$ cat config.mk
export PLATFORM = sky130hd
export DESIGN_NAME = vector_multicycle_ctrl
export DESIGN_NICKNAME = d
export VERILOG_FILES = /design/src/rtl/vector_multicycle_ctrl.sv
export SDC_FILE = /design/constraint.sdc
export NUM_CORES = 1
export LEC_CHECK = 0
export BUFFER_PORTS_ARGS = -buffer_cell sky130_fd_sc_hd__buf_2
export CORE_MARGIN = 3
export CORE_UTILIZATION = 25
export DETAILED_ROUTE_END_ITERATION = 16
export GPL_ROUTABILITY_DRIVEN = 0
export HOLD_SLACK_MARGIN = 0.03
export PLACE_DENSITY = 0.54
export SYNTH_ARGS = -nofsm -noshare
export SYNTH_HDL_FRONTEND = slang
export SYNTH_SLANG_ARGS = --single-unit
$ cat constraint.sdc
create_clock -name clk -period 1.53 [get_ports clk]
set_input_delay 0.459 -clock clk [delete_from_list [all_inputs] [get_ports clk]]
set_output_delay 0.459 -clock clk [all_outputs]
set_load 0.1 [all_outputs]
$ cat src/rtl/vector_multicycle_ctrl.sv
// Multicycle fetch/decode/exec/mem/wb sequencer with vector beat splitting.
// Optional perf counters (cyc_cnt, ret_cnt) enabled by VMC_PERF_CNT_EN.
module vector_multicycle_ctrl #(
  parameter int BEATS = 4,
  parameter int BW    = 2
) (
  input  logic          clk,
  input  logic          rst_n,
  input  logic          run,
  input  logic          imem_ack,
  input  logic [1:0]    Op,
  input  logic [1:0]    Funct_FO,
  input  logic          cond_pass,
  input  logic          dmem_ack,
  output logic          imem_req,
  output logic          ir_write,
  output logic          pc_write,
  output logic          dmem_req,
  output logic          MemW,
  output logic          RegW,
  output logic          MemToReg,
  output logic          ALUSrc,
  output logic [BW-1:0] beat_idx,
  output logic          busy,
  output logic          illegal
`ifdef VMC_PERF_CNT_EN
  ,
  output logic [31:0]   cyc_cnt,
  output logic [31:0]   ret_cnt
`endif
);

  typedef enum logic [2:0] {
    S_IDLE,
    S_FETCH,
    S_DECODE,
    S_EXEC,
    S_MEM,
    S_WB
  } state_e;

  state_e        state_q, state_d;
  logic [BW-1:0] beat_q, beat_d;
  logic          last_beat;

  assign last_beat = (beat_q == BW'(BEATS - 1));
  assign beat_idx  = beat_q;

  // State and beat counter registers
  always_ff @(posedge clk or negedge rst_n) begin
    if (!rst_n) begin
      state_q <= S_IDLE;
      beat_q  <= '0;
    end else begin
      state_q <= state_d;
      beat_q  <= beat_d;
    end
  end

  // Next state; run is only consulted at instruction boundaries
  always_comb begin
    state_d = state_q;
    beat_d  = beat_q;
    case (state_q)
      S_IDLE: begin
        if (run) state_d = S_FETCH;
      end
      S_FETCH: begin
        if (imem_ack) state_d = S_DECODE;
      end
      S_DECODE: begin
        beat_d = '0;
        if (!cond_pass)        state_d = S_FETCH;
        else if (Op == 2'b00)  state_d = S_EXEC;
        else if (Op == 2'b01)  state_d = S_MEM;
        else                   state_d = S_FETCH;
      end
      S_EXEC: begin
        state_d = run ? S_FETCH : S_IDLE;
      end
      S_MEM: begin
        if (dmem_ack) begin
          if (Funct_FO[0]) begin
            state_d = S_WB;
          end else if (!last_beat) begin
            beat_d = beat_q + 1'b1;
          end else begin
            beat_d  = '0;
            state_d = run ? S_FETCH : S_IDLE;
          end
        end
      end
      S_WB: begin
        if (!last_beat) begin
          beat_d  = beat_q + 1'b1;
          state_d = S_MEM;
        end else begin
          beat_d  = '0;
          state_d = run ? S_FETCH : S_IDLE;
        end
      end
      default: begin
        state_d = S_IDLE;
        beat_d  = '0;
      end
    endcase
  end

  // Outputs decoded from state; fetch strobes follow imem_ack
  always_comb begin
    imem_req = 1'b0;
    ir_write = 1'b0;
    pc_write = 1'b0;
    dmem_req = 1'b0;
    MemW     = 1'b0;
    RegW     = 1'b0;
    MemToReg = 1'b0;
    ALUSrc   = 1'b0;
    illegal  = 1'b0;
    busy     = (state_q != S_IDLE);
    case (state_q)
      S_FETCH: begin
        imem_req = 1'b1;
        ir_write = imem_ack;
        pc_write = imem_ack;
      end
      S_DECODE: begin
        illegal = cond_pass & Op[1];
      end
      S_EXEC: begin
        ALUSrc = Funct_FO[1];
        RegW   = 1'b1;
      end
      S_MEM: begin
        ALUSrc   = 1'b1;
        dmem_req = 1'b1;
        MemW     = ~Funct_FO[0];
      end
      S_WB: begin
        RegW     = 1'b1;
        MemToReg = 1'b1;
      end
      default: ;
    endcase
  end

`ifdef VMC_PERF_CNT_EN
  logic [31:0] cyc_q, cyc_d;
  logic [31:0] ret_q, ret_d;
  logic        retire;

  // Counter updates; retire marks the last cycle of a completed instruction
  always_comb begin
    retire = (state_q == S_EXEC)
           | ((state_q == S_MEM) & dmem_ack & ~Funct_FO[0] & last_beat)
           | ((state_q == S_WB) & last_beat);
    cyc_d  = busy   ? cyc_q + 32'd1 : cyc_q;
    ret_d  = retire ? ret_q + 32'd1 : ret_q;
  end

  // Performance counter registers
  always_ff @(posedge clk or negedge rst_n) begin
    if (!rst_n) begin
      cyc_q <= '0;
      ret_q <= '0;
    end else begin
      cyc_q <= cyc_d;
      ret_q <= ret_d;
    end
  end

  assign cyc_cnt = cyc_q;
  assign ret_cnt = ret_q;
`endif

endmodule

==> reports/metrics.yaml <==
timing:
  fin_crit_ns: 1.79
  timing.fmax_mhz: 558
  relSlewSlack_pct: 82.4
  final.setup.worst_slack_ns: -0.263
  finClkSkew_ns: 0.00446
  period_share_pct: 117
  setup_viol: 10
  rsz0062_at_grt: "true"
  slew_violations: 0
  hold_viol: 0
  worst_slew_pin_slew_ns: 0.263
floorplanning:
  die_y_um: 49.8
  dieArea_um2: 2480
  start_util_pct: 27.2
  fp-row-count: 15
  pin_count: 22
  die_w_um: 49.8
  core_area_um2: 1760
global_routing:
  antenna_found_initial: 0
  overflow: 0
  grt_pass1_wl_um: 2390
  grt_max_degree: 6
  grtUsageTotal_pct: 12.7
  grt_pass1_vias: 560
setup_path:
  path_cells: "buf_6, nor4_4, buf_12"
  worstSetupPathDepth: 3
  path_delay_family: "flip-flops"
  r2r_cells: 6
  r2r_setup_slack_ns: 0.12
  path_class: "flip-flop to primary output"
  r2r-start: "state_q[2]"
  cp_num_buf_inv: 2
  slowest_stage: "dfrtp_2"
  end_kind: "primary output"
  worst_ep_required_time_ns: 1.07
  max_stage_delay_ns: 0.41
  crit_fanout: 5
  arrival_ns: 1.33
  rr_endpoint: "state_q[0]"
  startpoint_type: "flip-flop"
logic_synthesis:
  yosys_warnings: 0
  synth_area_leaders: "dfrtp_1 26%, buf_6 7.0%, nor2b_4 5.7%"
  synth_cells: 55
  syn-cell-area_um2: 480
  synth_nets: 66
  synth-seq-cells: 5
  syn_avg_cell_area_um2: 8.74
  yosysSeqAreaShare_pct: 26.0
  synth.distinct_cells: 32
  yosysTopAreaCellShare_pct: 26.0
  synth_largest_area_cell: "dfrtp_1"
min_path:
  min_path_type: "primary input to flip-flop"
  hold_depth: 2
  whs_endpoint: "state_q[0]"
  min-delay-start: "imem_ack"
layout:
  multi_input_area_um2: 357
  layout_common_cells: "13 x buf_4, 12 x buf_12, 9 x buf_2"
  nNetsFinal: 109
  final_core_util_pct: 58.9
  drive_gt1_share_pct: 69.1
  nFillCells: 161
  antenna_cells: 0
  register_area_um2: 131
  final_common_cell: "buf_4"
  design_area_um2: 1040
  areaGrowthSynthToFinish_pct: 116
  finalNonFillerCells: 122
place:
  placed_area_um2: 903
  port_buffers: 21
  numPlacedInstances: 111
  dp_slack_ns: -0.0413
  hpwlAfterDp_um: 1060
status:
  failed_checks: "negative setup slack"
  status: "complete, but fails checks"
drt:
  wl_per_cell_um: 11.7
  via_per_inst: 4.54
  routed_wl_um: 1420
  first_iter_violations: 3
  vias: 554
  ant_nets: 0
  drc_errors: 0
  drt_first_pass_iters: 4
clock_tree:
  cts_made_buffers: 3
  cts_buffer_depth: 2
  clock-sinks: 5
  path_clk_slew_ns: 0.04
  root_buffer: "clkbuf_4"
  cts_htree_levels: 1
  clk_latency_ns: 0.24
  cts_tree: "built"
power_and_ir_drop:
  ir_drop_mv: 1.15
  switchingPower_mw: 1.12
  pwr-share-seq_pct: 10.3
  swShare_pct: 52.1
  combPwrFrac_pct: 82.7
  powerDensity_nw_per_um2: 2060
  p_leak_nw: 0.458
  pwr-share-clk_pct: 7.1
  p_int_mw: 1.03
flow_run:
  max-cap-violations: 0
## synth_stat cells (all sizes together)
library cell and instances:
inv 6, dfrtp 5, o21ai 5, buf 4, a21oi 3, nand2 3, nor2 3, nor3 3
a32oi 2, mux2i 2, nand2b 2, nand3 2, nor2b 2, nor4 2, a22o 1, a31o 1
and2 1, and2b 1, and3 1, ha 1, mux2 1, nor3b 1, o21a 1, o22ai 1
xnor2 1
## final cells by class
class / instances / area share, %
multi-input cells: 40 / 34.3
clock buffers: 4 / 2.53
inverters: 6 / 2.17
well taps: 25 / 3.01
flip-flops and latches: 5 / 12.6
repair buffers: 42 / 45.4
## how the worst max path moves through the flow
stage | from | endpoint | slack (ns)
finish | state_q[1] | MemW | -0.26
global route | state_q[1] | MemW | -0.32
CTS | state_q[1] | MemW | -0.27
detailed placement | state_q[1] | illegal | -0.04
global placement | state_q[0] | MemW | -0.04
floorplan | state_q[1] | pc_write | -1.05
## repair_timing
| item | in CTS | in global routing |
|---|---|---|
| hold buffers | 1 | 0 |
| resized for setup | 13 | 1 |
| setup endpoints to repair | 10 | 10 |
| cloned | 0 | 0 |
| buffers inserted | 4 | 2 |
| endpoints found under the hold margin | 5 | 0 |
| pin swaps | 1 | 1 |
## cells by family after synthesis
group           Yosys count  share of synthesized area (%)
simple gates             21                           30.5
compound gates           14                           19.3
mux                       3                           6.51
xor+xnor                  1                           1.82
flops                     5                           26.0
buf+inv                  10                           13.3
fa+ha+maj                 1                           2.60
## sequential cells by signal, indices dropped and copies added (netlist names)
name and count:
beat_idx 2, state_q 3
## routing by layer
layer	share of wire (%)	vias to the layer above	wire [um]	global-route usage [%]
li1	-	277	-	-
met1	44	249	624	16.2
met2	48	24	677	19.4
met3	5.7	4	81	5.14
met4	2.7	0	38	4.15
met5	0	-	0	0
## power groups by stage
stage | Clock (mW) | Sequential (mW) | Combinational (mW)
2_1_floorplan | 0 | 0.245 | 1.04
3_3_place_gp | 0 | 0.250 | 1.56
3_5_place_dp | 0 | 0.251 | 1.57
4_1_cts | 0.157 | 0.219 | 1.74
5_1_grt | 0.165 | 0.224 | 1.86
6_report | 0.152 | 0.220 | 1.77
## metrics by stage
step | power (mW) | hold slack [ns] | TNS, ns
4_1_cts | 2.11 | 0.463 | -2.25
6_report | 2.14 | 0.462 | -2.18
3_5_place_dp | 1.82 | 0.278 | -0.104
3_3_place_gp | 1.81 | 0.276 | -0.0867
2_1_floorplan | 1.28 | 0.163 | -5.98
5_1_grt | 2.25 | 0.466 | -2.75
Note: power is estimated with default switching activity, not from simulation.
